--- src/rtl/vga_timing_pkg.sv ---
// ---------------------------------------------------------------------------
// vga_timing_pkg
// Shared constants and types for the 640x480@60Hz raster generator.
//   - horizontal / vertical timing (visible, porches, sync) and derived totals
//   - sync start/end positions expressed as coordinate values
//   - coord_t : 10-bit raster coordinate
//   - rgb_t   : packed 8:8:8 colour
//   - test_bar(): colour of the 8-bar test pattern for a given x
// Optional feature macro used by the top level: VGA_TIMING_PATTERN_EN
// ---------------------------------------------------------------------------
package vga_timing_pkg;

    localparam int H_VISIBLE = 640;
    localparam int H_FRONT   = 16;
    localparam int H_SYNC    = 96;
    localparam int H_BACK    = 48;
    localparam int H_TOTAL   = H_VISIBLE + H_FRONT + H_SYNC + H_BACK;

    localparam int V_VISIBLE = 480;
    localparam int V_FRONT   = 10;
    localparam int V_SYNC    = 2;
    localparam int V_BACK    = 33;
    localparam int V_TOTAL   = V_VISIBLE + V_FRONT + V_SYNC + V_BACK;

    localparam int COORD_W = 10;

    typedef logic [COORD_W-1:0] coord_t;

    typedef struct packed {
        logic [7:0] r;
        logic [7:0] g;
        logic [7:0] b;
    } rgb_t;

    localparam coord_t H_VIS_LIMIT    = coord_t'(H_VISIBLE);
    localparam coord_t H_SYNC_START_C = coord_t'(H_VISIBLE + H_FRONT);
    localparam coord_t H_SYNC_END_C   = coord_t'(H_VISIBLE + H_FRONT + H_SYNC - 1);
    localparam coord_t V_VIS_LIMIT    = coord_t'(V_VISIBLE);
    localparam coord_t V_SYNC_START_C = coord_t'(V_VISIBLE + V_FRONT);
    localparam coord_t V_SYNC_END_C   = coord_t'(V_VISIBLE + V_FRONT + V_SYNC - 1);

    localparam coord_t BAR_WIDTH = coord_t'(80);

    // Bars are white, yellow, cyan, green, magenta, red, blue, black.
    // With bar index b, each channel is simply an inverted bit of b.
    function automatic rgb_t test_bar(input coord_t x);
        logic [2:0] bar;
        rgb_t       c;
        bar = 3'(x / BAR_WIDTH);
        c.r = {8{~bar[1]}};
        c.g = {8{~bar[2]}};
        c.b = {8{~bar[0]}};
        return c;
    endfunction

endpackage

--- src/rtl/vga_mod_counter.sv ---
// ---------------------------------------------------------------------------
// vga_mod_counter
// Modulo-N up counter with count enable and a wrap pulse.
//   CLOCK_50_I : clock
//   resetn     : asynchronous active-low reset (count -> 0)
//   en         : advance the count this cycle
//   count      : current value, 0..MODULUS-1
//   wrap       : high in the cycle the counter is enabled at MODULUS-1
// ---------------------------------------------------------------------------
module vga_mod_counter #(
    parameter int MODULUS = 800,
    parameter int WIDTH   = 10
) (
    input  logic             CLOCK_50_I,
    input  logic             resetn,
    input  logic             en,
    output logic [WIDTH-1:0] count,
    output logic             wrap
);

    localparam logic [WIDTH-1:0] LAST = WIDTH'(MODULUS - 1);

    logic [WIDTH-1:0] count_q;

    assign wrap  = en && (count_q == LAST);
    assign count = count_q;

    always_ff @(posedge CLOCK_50_I or negedge resetn) begin
        if (!resetn) begin
            count_q <= '0;
        end else if (en) begin
            count_q <= wrap ? '0 : count_q + 1'b1;
        end
    end

endmodule

--- src/rtl/vga_timing_gen.sv ---
// ---------------------------------------------------------------------------
// vga_timing_gen
// 640x480@60Hz raster timing generator with registered colour/sync outputs.
// State only advances on the pixel strobe 'enable'.
//   CLOCK_50_I, resetn        : 50 MHz clock, async active-low reset
//   enable                    : pixel strobe
//   iPattern_sel              : select internal colour bars
//   iRed/iGreen/iBlue         : colour for the current oCoord
//   oCoord_X/oCoord_Y         : raster counters (0..799 / 0..524)
//   oFrame_start              : strobe at the last pixel of a frame
//   oVGA_R/G/B                : registered colour (0 when blanked)
//   oVGA_H_SYNC/oVGA_V_SYNC   : active-low syncs
//   oVGA_BLANK                : 1 = visible pixel
//   oVGA_SYNC                 : constant 0
// Build option: define VGA_TIMING_PATTERN_EN to enable the 8-bar test
// pattern on iPattern_sel; otherwise iPattern_sel is ignored.
// Registered outputs trail oCoord by exactly one strobe.
// ---------------------------------------------------------------------------
module vga_timing_gen
    import vga_timing_pkg::*;
(
    input  logic       CLOCK_50_I,
    input  logic       resetn,
    input  logic       enable,
    input  logic       iPattern_sel,
    input  logic [7:0] iRed,
    input  logic [7:0] iGreen,
    input  logic [7:0] iBlue,
    output coord_t     oCoord_X,
    output coord_t     oCoord_Y,
    output logic       oFrame_start,
    output logic [7:0] oVGA_R,
    output logic [7:0] oVGA_G,
    output logic [7:0] oVGA_B,
    output logic       oVGA_H_SYNC,
    output logic       oVGA_V_SYNC,
    output logic       oVGA_BLANK,
    output logic       oVGA_SYNC
);

    coord_t h_cnt;
    coord_t v_cnt;
    logic   h_wrap;
    logic   v_wrap;

    vga_mod_counter #(.MODULUS(H_TOTAL), .WIDTH(COORD_W)) u_h_cnt (
        .CLOCK_50_I (CLOCK_50_I),
        .resetn     (resetn),
        .en         (enable),
        .count      (h_cnt),
        .wrap       (h_wrap)
    );

    // h_wrap already includes enable, so the line counter steps once per line.
    vga_mod_counter #(.MODULUS(V_TOTAL), .WIDTH(COORD_W)) u_v_cnt (
        .CLOCK_50_I (CLOCK_50_I),
        .resetn     (resetn),
        .en         (h_wrap),
        .count      (v_cnt),
        .wrap       (v_wrap)
    );

    logic vis;
    logic hs_n;
    logic vs_n;
    rgb_t pix_c;

    assign vis  = (h_cnt < H_VIS_LIMIT) && (v_cnt < V_VIS_LIMIT);
    assign hs_n = !((h_cnt >= H_SYNC_START_C) && (h_cnt <= H_SYNC_END_C));
    assign vs_n = !((v_cnt >= V_SYNC_START_C) && (v_cnt <= V_SYNC_END_C));

`ifdef VGA_TIMING_PATTERN_EN
    always_comb begin
        pix_c = '{r: iRed, g: iGreen, b: iBlue};
        if (iPattern_sel) begin
            pix_c = test_bar(h_cnt);
        end
    end
`else
    logic unused_pattern_sel;
    assign unused_pattern_sel = iPattern_sel;

    always_comb begin
        pix_c = '{r: iRed, g: iGreen, b: iBlue};
    end
`endif

    rgb_t rgb_q;
    logic hs_q;
    logic vs_q;
    logic blank_q;

    always_ff @(posedge CLOCK_50_I or negedge resetn) begin
        if (!resetn) begin
            rgb_q   <= '0;
            hs_q    <= 1'b1;
            vs_q    <= 1'b1;
            blank_q <= 1'b0;
        end else if (enable) begin
            rgb_q   <= vis ? pix_c : '0;
            hs_q    <= hs_n;
            vs_q    <= vs_n;
            blank_q <= vis;
        end
    end

    assign oCoord_X     = h_cnt;
    assign oCoord_Y     = v_cnt;
    assign oFrame_start = v_wrap;
    assign oVGA_R       = rgb_q.r;
    assign oVGA_G       = rgb_q.g;
    assign oVGA_B       = rgb_q.b;
    assign oVGA_H_SYNC  = hs_q;
    assign oVGA_V_SYNC  = vs_q;
    assign oVGA_BLANK   = blank_q;
    assign oVGA_SYNC    = 1'b0;

endmodule

--- config.mk ---
export PLATFORM = sky130hd
export DESIGN_NAME = vga_timing_gen
export DESIGN_NICKNAME = d
export VERILOG_FILES = /design/src/rtl/vga_timing_pkg.sv /design/src/rtl/vga_mod_counter.sv /design/src/rtl/vga_timing_gen.sv
export SDC_FILE = /design/constraint.sdc
export NUM_CORES = 1
export LEC_CHECK = 0
export ABC_AREA = 1
export BUFFER_PORTS_ARGS = -buffer_cell sky130_fd_sc_hd__buf_2
export CORE_ASPECT_RATIO = 0.75
export CORE_MARGIN = 1
export CORE_UTILIZATION = 45
export CTS_CLUSTER_DIAMETER = 150
export DETAILED_ROUTE_END_ITERATION = 12
export HOLD_SLACK_MARGIN = 0.03
export PLACE_DENSITY = 0.78
export SYNTH_ARGS = -nofsm -noshare
export SYNTH_HDL_FRONTEND = slang
export SYNTH_SLANG_ARGS = --single-unit
--- constraint.sdc ---
create_clock -name CLOCK_50_I -period 1.4 [get_ports CLOCK_50_I]
set_input_delay 0.28 -clock CLOCK_50_I [delete_from_list [all_inputs] [get_ports CLOCK_50_I]]
set_output_delay 0.28 -clock CLOCK_50_I [all_outputs]
set_load 0.02 [all_outputs]
# --- Word level (Yosys, flattened, before mapping) ---
# Index checks and enable logic that the tools add are counted.
word_totals:
  register_bits: 47
  in_bits: 28
  output_inout_bits: 49
  wordCells: 28
op_classes:
  addsub: 2
  n_lt_le_gt_ge: 6
  eq_ne: 2
  n_mux: 3
  n_reduce_logical: 7
op_table:
  columns: ["cell", "count"]
  rows:
  - ["$mux 24", 1]
  - ["$add 10x1->10 const B", 2]
  - ["$eq 10x10->1 const B", 2]
  - ["$mux 10", 2]
  - ["$ge 10x10->1 const B", 1]
  - ["$ge 10x9->1 const B", 1]
  - ["$le 10x10->1 const B", 1]
  - ["$le 10x9->1 const B", 1]
  - ["$lt 10x10->1 const B", 1]
  - ["$lt 10x9->1 const B", 1]
  - ["$logic_and 1x1->1", 5]
  - ["$logic_not 1->1", 2]

# --- Depth between registers and ports, before layout ---
depth:
  ltp_word: 4
  ltp_mapped: 8
  ltp_nobuf: 8

# --- Hierarchy ---
# A second synthesis with hierarchy kept.
unflattened:
  hier_cells: 318
  area_unflattened_um2: 2444.8
by_module_without_submodules:
  columns: ["module", "instances", "cells_per_inst", "area_each_um2", "seq_area_each_um2"]
  rows:
  - ["vga_timing_gen", 1, 141, 1198.6, 678.2]
  - ["vga_mod_counter at u_h_cnt", 1, 89, 634.4, 250.2]
  - ["vga_mod_counter at u_v_cnt", 1, 88, 611.8, 250.2]

# --- Worst setup path after synthesis ---
# OpenSTA, ideal clock, no wires.
synth_timing:
  path_kind: "reg-to-output"
  startpoint: "register u_h_cnt.count_q[0], in the netlist u_h_cnt.count[0]"
  endpoint: "output port oFrame_start"
  arrival_ns: 1.550
  required_ns: 1.120
  slack_ns: -0.430
  stages_incl_launch_ff: 8
  n_path_buf: 0
  cell_sequence: "dfrtp_1 > ha_1 > nand2_1 > nor2_4 > nand2_2 > inv_1 > nand2_2 > nor2_1"
synth_via:
  elab_chain_cells: 3
synth_rtl:
  columns: ["element", "line", "text"]
  rows:
  - ["start: declaration", "vga_mod_counter.sv:23", "logic [WIDTH-1:0] count_q;"]
  - ["start signal: assignment", "vga_mod_counter.sv:32", "count_q <= wrap ? '0 : count_q + 1'b1;"]
  - ["$eq 10x10->1", "vga_mod_counter.sv:25", "assign wrap = en && (count_q == LAST);"]
  - ["$logic_and 1x1->1 (2 in series)", "vga_mod_counter.sv:25", null]
  - ["end: declaration", "vga_timing_gen.sv:31", "output logic oFrame_start,"]
# No other way between the ends.

# --- Final worst setup path ---
layout_timing:
  startpoint: "register u_v_cnt.count_q[1], in the netlist u_v_cnt.count[1]"
  endpoint: "output port oFrame_start"
layout_via:
  elab_chain_cells: 2
layout_rtl:
  columns: ["element", "line"]
  rows:
  - ["start: declaration", "vga_mod_counter.sv:23"]
  - ["start signal: assignment", "vga_mod_counter.sv:32"]
  - ["$eq 10x10->1", "vga_mod_counter.sv:25"]
  - ["$logic_and 1x1->1", "vga_mod_counter.sv:25"]
# No other way between the ends.

==> results.md <==
* Clock root buffer: clkbuf_8
* Crit path kind: register to primary output
* Max-cap check violation count at 0
* Effective utilization at floorplan at 0.4705
* Post-layout util at 0.6706
* Hold Path Cell Cnt at 3
* Area Overhead vs Synth at 42.53%
* Share of layout cells above drive strength 1 at 0.4116
* Fillers at 413
* Critical Path Source Type: register
* Syn Nets at 312
* Final count of hold timing violations at 0
* CTS Sinks at 47
* Status: complete, but fails checks
* Initial antenna violation count at 0
* Routed wl met3 at ~400 um
* CP Capture Type: primary output
* R2R Setup Slk at -0.06 ns
* Mean Syn Cell Area at around 8.3 um^2
* Vias in the first global route at approximately 2000
* Register area share after synthesis at 0.5084
* CTS tree: built
* Post-synth top area share at 0.4857
* Peak supply drop at 0.5227 mV
* Clk slew on worst S/H paths at 0.09 ns
* Leakage at 1.830 nW
* RePlAce Congestion at 0.8316
* Number of H-tree levels at 2
* GRT Total Usage at 0.2143
* M1 WL at around 2800 um
* Worst r2r src: u_h_cnt.count[1]$_DFFE_PN0P_
* Starting DRC count in detailed routing at about 100
* Port bufs at 74
* # rows at 22
* Avg WL per Cell at between 10 and 15 um
* Number of synthesized register bits at 47
* Largest net degree at the start of global routing at 48
* DRC at 6
* Period utilization at 1.256
* Final nets at 427
* R2R Path End: u_v_cnt.count[5]$_DFFE_PN0N_
* Die Span Y at 64.16 um
* First-pass GRT wire length at 9066 um
* Post-route setup slack at -0.3581 ns
* Grt total ovfl at 0
* Hpwl dp at approximately 3900 um
* Crit path DAT at 1.48 ns
* Setup TNS at -0.4517 ns
* Core area at just under 5000 um^2
* Worst slack, placed at -0.02405 ns
* Clock buffer depth at 2
* Syn Inst Count at 280
* Worst hold slack at 0.1910 ns
* Fin crit period at approximately 1.8 ns
* 1st-pass router iterations at 10
* Clk_skew at 0.004086 ns
* WP data required at 1.12 ns
* RSZ-0062 raised after global routing: yes
* Power per cell area at roughly 1200 nW/um^2
* Yosys Warn Count at 0
* IO Pins at 77
* Crit path max fanout at 2
* Max Slew Vio Count at 0
* Top Layer Used: met4
* Vias per cell at approximately 4.9
* Final Setup Violations at 4
* Yosys cell types at 28
* Clock latency on the worst-skew pair at 0.30 ns
* Hold Path Origin: iBlue[2]
* Achievable Freq at ~0.57 GHz
* Largest area contributor in the netlist: dfrtp_1
* Width of the die at 84.88 um
* Die Area at 5446 um^2
* Violated checks: design-rule violations, negative setup slack
* Cell Area, Synth at 2318 um^2
* Met2 wire length at 2585 um
* Antenna Diode Count at 0
* Register-to-Register Path Depth at 9
* Class of the tightest hold or removal check: input port to register
* Hold EP: oVGA_B[2]$_DFFE_PN0P_
* CTS buffer count at 5
* Via count at 2233
* Routed Antenna Nets at 0
* Synth area leaders: dfrtp_1, nand2_1, nand3_1, inv_1, nor2_1
* Final WL at 5777 um
synth_stat cells, drive strengths merged:
| library cell | n |
|---|---|
| nand2 | 87 |
| dfrtp | 45 |
| nand3 | 40 |
| nor2 | 25 |
| inv | 24 |
| o21ai | 14 |
| nand4 | 10 |
| buf | 8 |
| ha | 4 |
| nor3 | 4 |
| a21oi | 3 |
| xnor2 | 3 |
| xor2 | 3 |
| clkbuf | 2 |
| dfstp | 2 |
| a22o | 1 |
| clkinv | 1 |
| conb | 1 |
| nand3b | 1 |
| o21a | 1 |
| o21bai | 1 |
worst max-delay path by stage:
stage | slack [ns] | startpoint | cells after the start | endpoint
3_5_place_dp | -0.02 | u_v_cnt.count[1]$_DFFE_PN0N_ | 7 | oFrame_start
4_1_cts | -0.34 | u_h_cnt.count[1]$_DFFE_PN0P_ | 8 | oFrame_start
3_3_place_gp | -0.02 | u_v_cnt.count[1]$_DFFE_PN0N_ | 7 | oFrame_start
5_1_grt | -0.44 | u_v_cnt.count[1]$_DFFE_PN0N_ | 7 | oFrame_start
6_report | -0.36 | u_v_cnt.count[1]$_DFFE_PN0N_ | 7 | oFrame_start
2_1_floorplan | -0.04 | u_h_cnt.count[0]$_DFFE_PN0P_ | 7 | oFrame_start
layer usage:
metal | vias up | global-route usage
met3 | 8 | 0.06072
met1 | 1024 | 0.2927
met4 | 0 | 0.05085
met5 | - | 0
li1 | 1126 | -
met2 | 75 | 0.3394
cell usage in the layout (no fill, tap or decap), types with 2 or more instances in the layout:
| master | netlist | layout |
|---|---|---|
| nand3_1 | 40 | 35 |
| buf_12 | 0 | 2 |
| inv_1 | 24 | 19 |
| buf_2 | 3 | 72 |
| ha_4 | 0 | 2 |
| nand2_1 | 83 | 80 |
| nand2_2 | 4 | 4 |
| nand3_2 | 0 | 5 |
| dfrtp_2 | 0 | 4 |
| nor3_1 | 3 | 3 |
| inv_2 | 0 | 4 |
| dfrtp_1 | 45 | 41 |
| ha_1 | 4 | 2 |
| nor2_1 | 21 | 16 |
| nor2_2 | 2 | 6 |
| buf_4 | 4 | 34 |
| xnor2_1 | 3 | 2 |
| buf_6 | 1 | 9 |
| nand4_1 | 10 | 10 |
| dfstp_2 | 2 | 2 |
| o21ai_1 | 0 | 5 |
| clkbuf_8 | 0 | 6 |
| xor2_1 | 3 | 3 |
| a21oi_1 | 3 | 3 |
| nand2_4 | 0 | 3 |
| o21ai_0 | 14 | 8 |
| nor2_4 | 1 | 2 |
power by group:
group	internal, W	total [W]	leakage, nW	switching, W
Sequential	0.00154	0.00168	0.545	0.000137
Clock	0.000403	0.000882	0.0474	0.000478
Combinational	0.000505	0.00125	1.24	0.000747
Total	0.00245	0.00382	1.83	0.00136
final cells by class:
class                           count  area [um^2]  share of cell area
Multi-Input combinational cell    198         1084              0.3279
Sequential cell                    47         1184              0.3582
Clock inverter                      2        16.27            0.004922
Timing Repair Buffer              118        767.0              0.2321
Inverter                           25        96.34             0.02916
Tap cell                           60        75.07             0.02272
Clock buffer                        6        82.58             0.02499
sequential cells by signal (all words and copies together) (netlist names):
register and count:
oVGA_G 8, oVGA_V_SYNC 1, oVGA_H_SYNC 1, oVGA_B 8
oVGA_R 8, u_h_cnt.count 10, oVGA_BLANK 1, u_v_cnt.count 10
through the flow:
step | area, um^2 | instances | total power (W)
floorplan | 2366 | 280 | 0.002420
global placement | 3020 | 437 | 0.002929
detailed placement | 3020 | 437 | 0.002961
CTS | 3143 | 447 | 0.003856
global route | 3304 | 456 | 0.004055
finish | 3304 | 456 | 0.003816
kinds of logic (layout without fill, tap and decap cells):
group / after synthesis / count (layout) / synth area share
adders and majority gates: 4 / 4 / 0.02159
AOI/OAI and AO/OA: 20 / 20 / 0.04695
other: 1 / 1 / 0.001617
xor gates and xnor gates: 6 / 6 / 0.02267
DFF: 47 / 47 / 0.5084
buffers and inverters: 35 / 151 / 0.06800
and+or+nand+nor: 167 / 167 / 0.3308
critical path: stages (launching register included):
cell and delay [ns]:
dfrtp_2 0.42, inv_2 0.08, ha_4 0.13, inv_2 0.04, nor2_2 0.10, nand4_1 0.15
nor2_4 0.14, buf_6 0.12
what timing repair did:
action                                  4_1_cts  5_1_grt
buffers inserted                              1        9
cloned                                        0        0
hold buffers                                  1        0
gates resized for setup                       2       33
pin swaps                                     4       13
endpoints found under the setup margin        1       17
hold endpoints to repair                     45        0
Power figures use the tool's default switching activity.
